==> src/rtl/fetch_unit.sv <==
// Instruction-fetch stage: owns the PC, drives the combinational instruction
// memory and registers the returned word into the IF/ID entry.
module fetch_unit #(
   parameter logic [31:0] RESET_PC = 32'h0000_0000,
   parameter int unsigned DEPTH    = 256,
   parameter logic [31:0] NOP      = 32'h0000_0013
) (
   input  logic        clk,
   input  logic        rst,
   input  logic        redirect_valid,
   input  logic [31:0] redirect_pc,
   input  logic        if_ready,
   output logic [31:0] imem_addr,
   input  logic [31:0] imem_instr,
   output logic        if_valid,
   output logic [31:0] if_pc,
   output logic [31:0] if_pc_plus4,
   output logic [31:0] if_instr,
   output logic        fault,
   output logic [31:0] fetch_count
);

   localparam logic [1:0] S_BOOT = 2'd0;
   localparam logic [1:0] S_RUN  = 2'd1;
   localparam logic [1:0] S_HALT = 2'd2;

   // One extra bit so DEPTH*4 cannot wrap for large memories.
   localparam logic [32:0] PC_LIMIT = 33'(DEPTH) * 33'd4;

   logic [1:0]  state;
   logic [31:0] pc;
   logic        pc_bad;
   logic        slot_free;

   assign imem_addr = pc;
   assign pc_bad    = (pc[1:0] != 2'b00) || ({1'b0, pc} >= PC_LIMIT);
   assign slot_free = !if_valid || if_ready;

   always_ff @(posedge clk or posedge rst) begin
      if (rst) begin
         state       <= S_BOOT;
         pc          <= RESET_PC;
         if_valid    <= 1'b0;
         if_pc       <= '0;
         if_pc_plus4 <= '0;
         if_instr    <= NOP;
         fault       <= 1'b0;
         fetch_count <= '0;
      end else begin
         case (state)
            S_BOOT: state <= S_RUN;
            S_RUN: begin
               // Redirect wins over both the fault check and a capture.
               if (redirect_valid) begin
                  pc       <= redirect_pc;
                  if_valid <= 1'b0;
                  if_instr <= NOP;
               end else if (pc_bad) begin
                  state    <= S_HALT;
                  fault    <= 1'b1;
                  if_valid <= 1'b0;
                  if_instr <= NOP;
               end else if (slot_free) begin
                  if_instr    <= imem_instr;
                  if_pc       <= pc;
                  if_pc_plus4 <= pc + 32'd4;
                  if_valid    <= 1'b1;
                  pc          <= pc + 32'd4;
                  fetch_count <= fetch_count + 32'd1;
               end
            end
            S_HALT: state <= S_HALT;
            default: begin
               state    <= S_HALT;
               fault    <= 1'b1;
               if_valid <= 1'b0;
               if_instr <= NOP;
            end
         endcase
      end
   end

endmodule

==> config.mk <==
export PLATFORM = sky130hd
export DESIGN_NAME = fetch_unit
export DESIGN_NICKNAME = d
export VERILOG_FILES = /design/src/rtl/fetch_unit.sv
export SDC_FILE = /design/constraint.sdc
export NUM_CORES = 1
export LEC_CHECK = 0
export CORE_MARGIN = 10
export CORE_UTILIZATION = 40
export CTS_BUF_LIST = sky130_fd_sc_hd__clkbuf_16
export DETAILED_ROUTE_END_ITERATION = 8
export PLACE_DENSITY = 0.8
export SKIP_LAST_GASP = 1
export SLEW_MARGIN = 20
export SYNTH_ARGS = -nofsm -noshare
export SYNTH_HDL_FRONTEND = slang
export SYNTH_SLANG_ARGS = --single-unit
==> constraint.sdc <==
create_clock -name clk -period 5.6 [get_ports clk]
set_input_delay 0.84 -clock clk [delete_from_list [all_inputs] [get_ports clk]]
set_output_delay 0.84 -clock clk [all_outputs]
set_load 0.02 [all_outputs]
Word level (Yosys, flattened, before mapping):

Index checks and enable logic that the tools add are counted.

* mux-type cells: 17
* eq/ne operators: 6
* add/subtract/negate cells: 2
* reductions and logical operators: 12
* bitwise operators: 3
* $lt $le $gt $ge: 1

Operators with widths (number)
* 32-bit 2-to-1 mux: 6
* 32-bit one-hot mux with 2 select lines: 1
* 32-bit by 1-bit adder with 32-bit output (second input constant): 1
* 32-bit by 3-bit adder with 32-bit output (second input constant): 1
* 32-bit by 11-bit greater-or-equal comparator with 1-bit output (second input constant): 1
* 2-bit != test (second input constant): 3
* 3-bit AND reduction: 2
* 1-bit 2-to-1 mux: 5
* 2-bit 2-to-1 mux: 2
* 4-bit != test (second input constant): 1
* 1-bit one-hot mux with 2 select lines: 2
* 2-bit one-hot mux with 2 select lines: 1
* 2-bit AND reduction: 2
* 4-bit AND reduction: 1
* 2-bit nonzero test: 2
* 1-bit inverter: 3
* 2-bit by 1-bit equality test with 1-bit output (second input constant): 1
* 2-bit equality test (second input constant): 1
* 2-bit logical NOT: 1
* 1-bit logical OR: 2
* 2-bit OR reduction: 1
* 1-bit logical NOT: 1

* input bits: 68
* bits in registers: 164
* output and inout bits: 162

Logic depth before layout (Yosys ltp):

* depth after elaboration: 6
* gate-level depth with buffers: 8

Worst setup path after synthesis:

OpenSTA, ideal clock, no wires.

* path type: input-to-reg
* from: input port redirect_valid
* to: register if_pc_plus4[10]
* stages: 8
* library setup time: 0.133 ns
* data arrival time: 2.052 ns
* slack: 3.416 ns
* buffers on the path: 3
* cells stage by stage: buf_2 -> clkinv_1 -> nand2_1 -> or3_1 -> buf_2 -> buf_4 -> nand2_1 -> o21ai_0

* cells in the longest elaborated chain, start to end: 2

Ends and longest elaborated chain
* from (decl): RTL line 10 `input logic redirect_valid,`
* 1-bit inverter (no source line)
* 4-bit AND reduction (no source line)
* to (signal assigned): RTL line 66 `if_pc_plus4 <= pc + 32'd4;`
* to (decl): RTL line 17 `output logic [31:0] if_pc_plus4,`

No other way between the ends.
A chain may end at the register's enable or synchronous reset.

Worst setup path after layout:

* from: input port if_ready
* to: register fetch_count[23]

* cells in the longest elaborated chain, start to end: 2

Ends and longest elaborated chain
* from (decl): RTL line 12 `input logic if_ready,`
* 1-bit logical OR: RTL line 37 `assign slot_free = !if_valid || if_ready;`
* 4-bit AND reduction (no source line)
* to (signal assigned): RTL line 69 `fetch_count <= fetch_count + 32'd1;`
* to (decl): RTL line 20 `output logic [31:0] fetch_count`

No other way between the ends.

==> metrics.md <==
| Metric | Value |
|---|---|
| Power density normalized to cell area | roughly 320 nW/um^2 |
| Setup Skew | between 0.01 and 0.015 ns |
| Summed instance area of the synthesized netlist | 6589 sq um |
| # H-tree levels | 4 |
| Horizontal die dimension | roughly 150 microns |
| Die span in y | 148.3 microns |
| Vias per Instance | 4.994 |
| WL final | between 15000 and 20000 microns |
| Area grow syn2layout | 47.09% |
| Resized Gates After CTS | 0 |
| Part of the cycle the worst path needs | 47.70% |
| Critical Setup Path Class | input port to register |
| Result of the run | complete, no violations |
| Arrival time worst endpoint | 2.97 ns |
| Total of endpoints with negative setup slack in the final report | 0 |
| Vias | 5139 |
| Yosys Warn Count | 0 |
| Number of clock buffers inserted by TritonCTS | 17 |
| RSZ-0062 raised after global routing | no |
| Kind of end point of the critical path | register |
| Total number of clock tree sinks | about 160 |
| Cell Rows | 46 |
| HP Class | register to register |
| Vias in the first global route | between 5000 and 6000 |
| Library cells used by synthesis | 44 |
| Category of the worst setup path launch point | input port |
| Most frequent cells in the layout | clkdlybuf4s50_1 (229), dfrtp_1 (159), nand2_1 (93), and2_1 (49), xnor2_1 (32) |
| Remaining antenna violation count after routing | 0 |
| IR Drop Worst-Case VDD | 0.0002309 V |
| Leakage Power | 4.282 nW |
| Slew at the pin with the worst max-slew slack | 1.029 ns |
| Cell at the root of the clock tree | clkbuf_16 |
| Synthesized net count | between 600 and 700 |
| Number of instances in the synthesized netlist | about 580 |
| Total grt overflow | 0 |
| Number of buffers on the longest clock path | 2 |
| Placed instance area | around 9100 sq um |
| Initial antenna violation count | 0 |
| FMAX | 374.3 MHz |
| Total number of nets in the final design | 871 |
| Crit Path Max Fanout | 23 |
| Wire length of the first global-routing pass | ~31000 microns |
| Relative slew slack | 31.14% |
| Post-detailed-route wirelength per cell | 18.99 microns |
| Initial core utilization | 41.18% |
| Setup bufs post-CTS | 0 |
| Max Transition Viols Final | 0 |
| Post-synthesis sequential element count | 162 |
| Latest clock arrival within the worst-skew pair | 0.43 ns |
| Antenna diode count | 0 |
| Commonest register cell after synthesis | dfrtp_1 |
| CTS Hold Buffers Added | 0 |
| CP Data Required Time | 5.90 ns |
| Post-synthesis average cell area | 11.44 sq um |
| Overall power of the completed layout | just over 3 mW |
| Post-route cell area | 9692 sq um |
| Number of I/O pins | 230 |
| CTS tree | built |
| Minimum clock period | between 2 and 3 ns |
| FF-to-FF setup slack | 2.96 ns |
| Most common library cell in the layout ignoring fill and taps | clkdlybuf4s50_1 |
| Starting DRC count in detailed routing | roughly 400 |
| Clock slew at the register clock pins of the worst setup and hold paths | ~0.07 ns |
| Port Buf Inserts | 229 |
| CORE AREA | 16000 sq um |
| Hold Vio Cnt, Final | 0 |
| Pin count of the biggest net entering global routing | 81 |
| Max-Cap Viols | 0 |
| Layout cells sized above 1 | around 8% |
| Tot GR Track Use | 17.93% |
| Router iterations before antenna repair | 7 |
| Sequential-to-total area share from yosys stat | 61.58% |
| Placer's final routability congestion estimate | a little over 0.8 |
| Overall die area | 22010 sq um |
| Post-detailed-route DRC marker count | 0 |
| Count of flip-flops with a built-in enable after synthesis | 0 |
| Half-perimeter wire length after placement | ~14000 microns |
| FFs w/ async S/R, synth | 100.0% |
| Total Neg Setup Slack | 0 ns |
-- stage by stage --
step	hold slack, ns	std cells	setup WS [ns]	utilization [%]
finish	0.4776	1029	2.929	60.57
global route	0.4930	1029	2.761	60.57
CTS	0.4859	1027	2.657	60.36
detailed placement	0.4674	995	2.208	56.64
global placement	0.4600	995	2.213	56.64
floorplan	0.5319	576	0.3883	-
-- registers in the layout, indices dropped and copies added (netlist names) --
signal	count
fault	1
if_pc_plus4	30
imem_addr	32
if_pc	32
if_instr	32
state	2
if_valid	1
fetch_count	32
-- report_power, final --
group	switching (mW)	internal [mW]
Sequential	0.129	1.25
Clock	0.502	0.669
Combinational	0.264	0.250
Total	0.895	2.17
-- routing by layer --
metal | part of all wire [%] | GRT usage, %
met1 | 41 | 21.22
met2 | 49 | 28.93
met3 | 8.6 | 7.888
met4 | 1.5 | 5.154
met5 | 0 | 0
-- synth_stat cells, drive strengths merged, types with 2 or more instances --
cell type    n  area share (%)
a21oi       21             1.6
ha           3            0.57
nor3         2            0.23
nand3       31             2.4
or2          5            0.47
o22a         4            0.53
nor4        11             2.1
a22o        30             4.0
buf         18             1.6
dfrtp      159              60
and4         6            0.80
nor2        13            0.74
xnor2       32             4.3
dfstp        3             1.2
o31ai        2            0.23
and3         9            0.85
o21ai       18             1.4
mux2i        5            0.76
nand2b       3            0.28
nand4       18             1.9
a31o         2            0.27
or3          2            0.27
and2        49             4.7
clkbuf      14            0.80
o22ai        5            0.47
inv          7            0.40
xor2         6            0.80
nand2       93             5.3
-- layout make-up --
class	count	area [sq um]
Tap cell	216	270.3
Clock buffer	17	425.4
Inverter	8	35.03
Fill cell	1350	6309
Sequential cell	162	4058
Clock inverter	15	170.2
Timing Repair Buffer	237	2367
Multi-Input combinational cell	374	2366
-- cell families after synthesis --
group	synth area share (%)
compound gates	8.906
flops	61.58
xor+xnor	5.051
mux	0.7596
fa+ha+maj	0.5698
simple gates	20.24
buf+inv	2.886
-- worst max-delay path, stage by stage --
cell and delay, ns:
clkdlybuf4s50_1 0.47, nand2b_1 0.19, nand2_1 0.17, nor3_4 0.50, buf_8 0.24, buf_4 0.29
nand2_1 0.10, xnor2_1 0.16
-- worst paths after layout --
check                      cells past startpoint                          end                       from
max                                            8  fetch_count[23]$_DFFE_PP0P_                   if_ready
min                                            2         if_pc[4]$_DFFE_PP0P_       if_pc[4]$_DFFE_PP0P_
max reg2reg                                    7  fetch_count[23]$_DFFE_PP0P_  imem_addr[21]$_DFFE_PP0P_
min reg2reg                                    2         if_pc[4]$_DFFE_PP0P_       if_pc[4]$_DFFE_PP0P_
max in group asynchronous                      3         if_pc[2]$_DFFE_PP0P_                        rst
min in group asynchronous                      2    imem_addr[31]$_DFFE_PP0P_                        rst
Power figures use the tool's default switching activity.
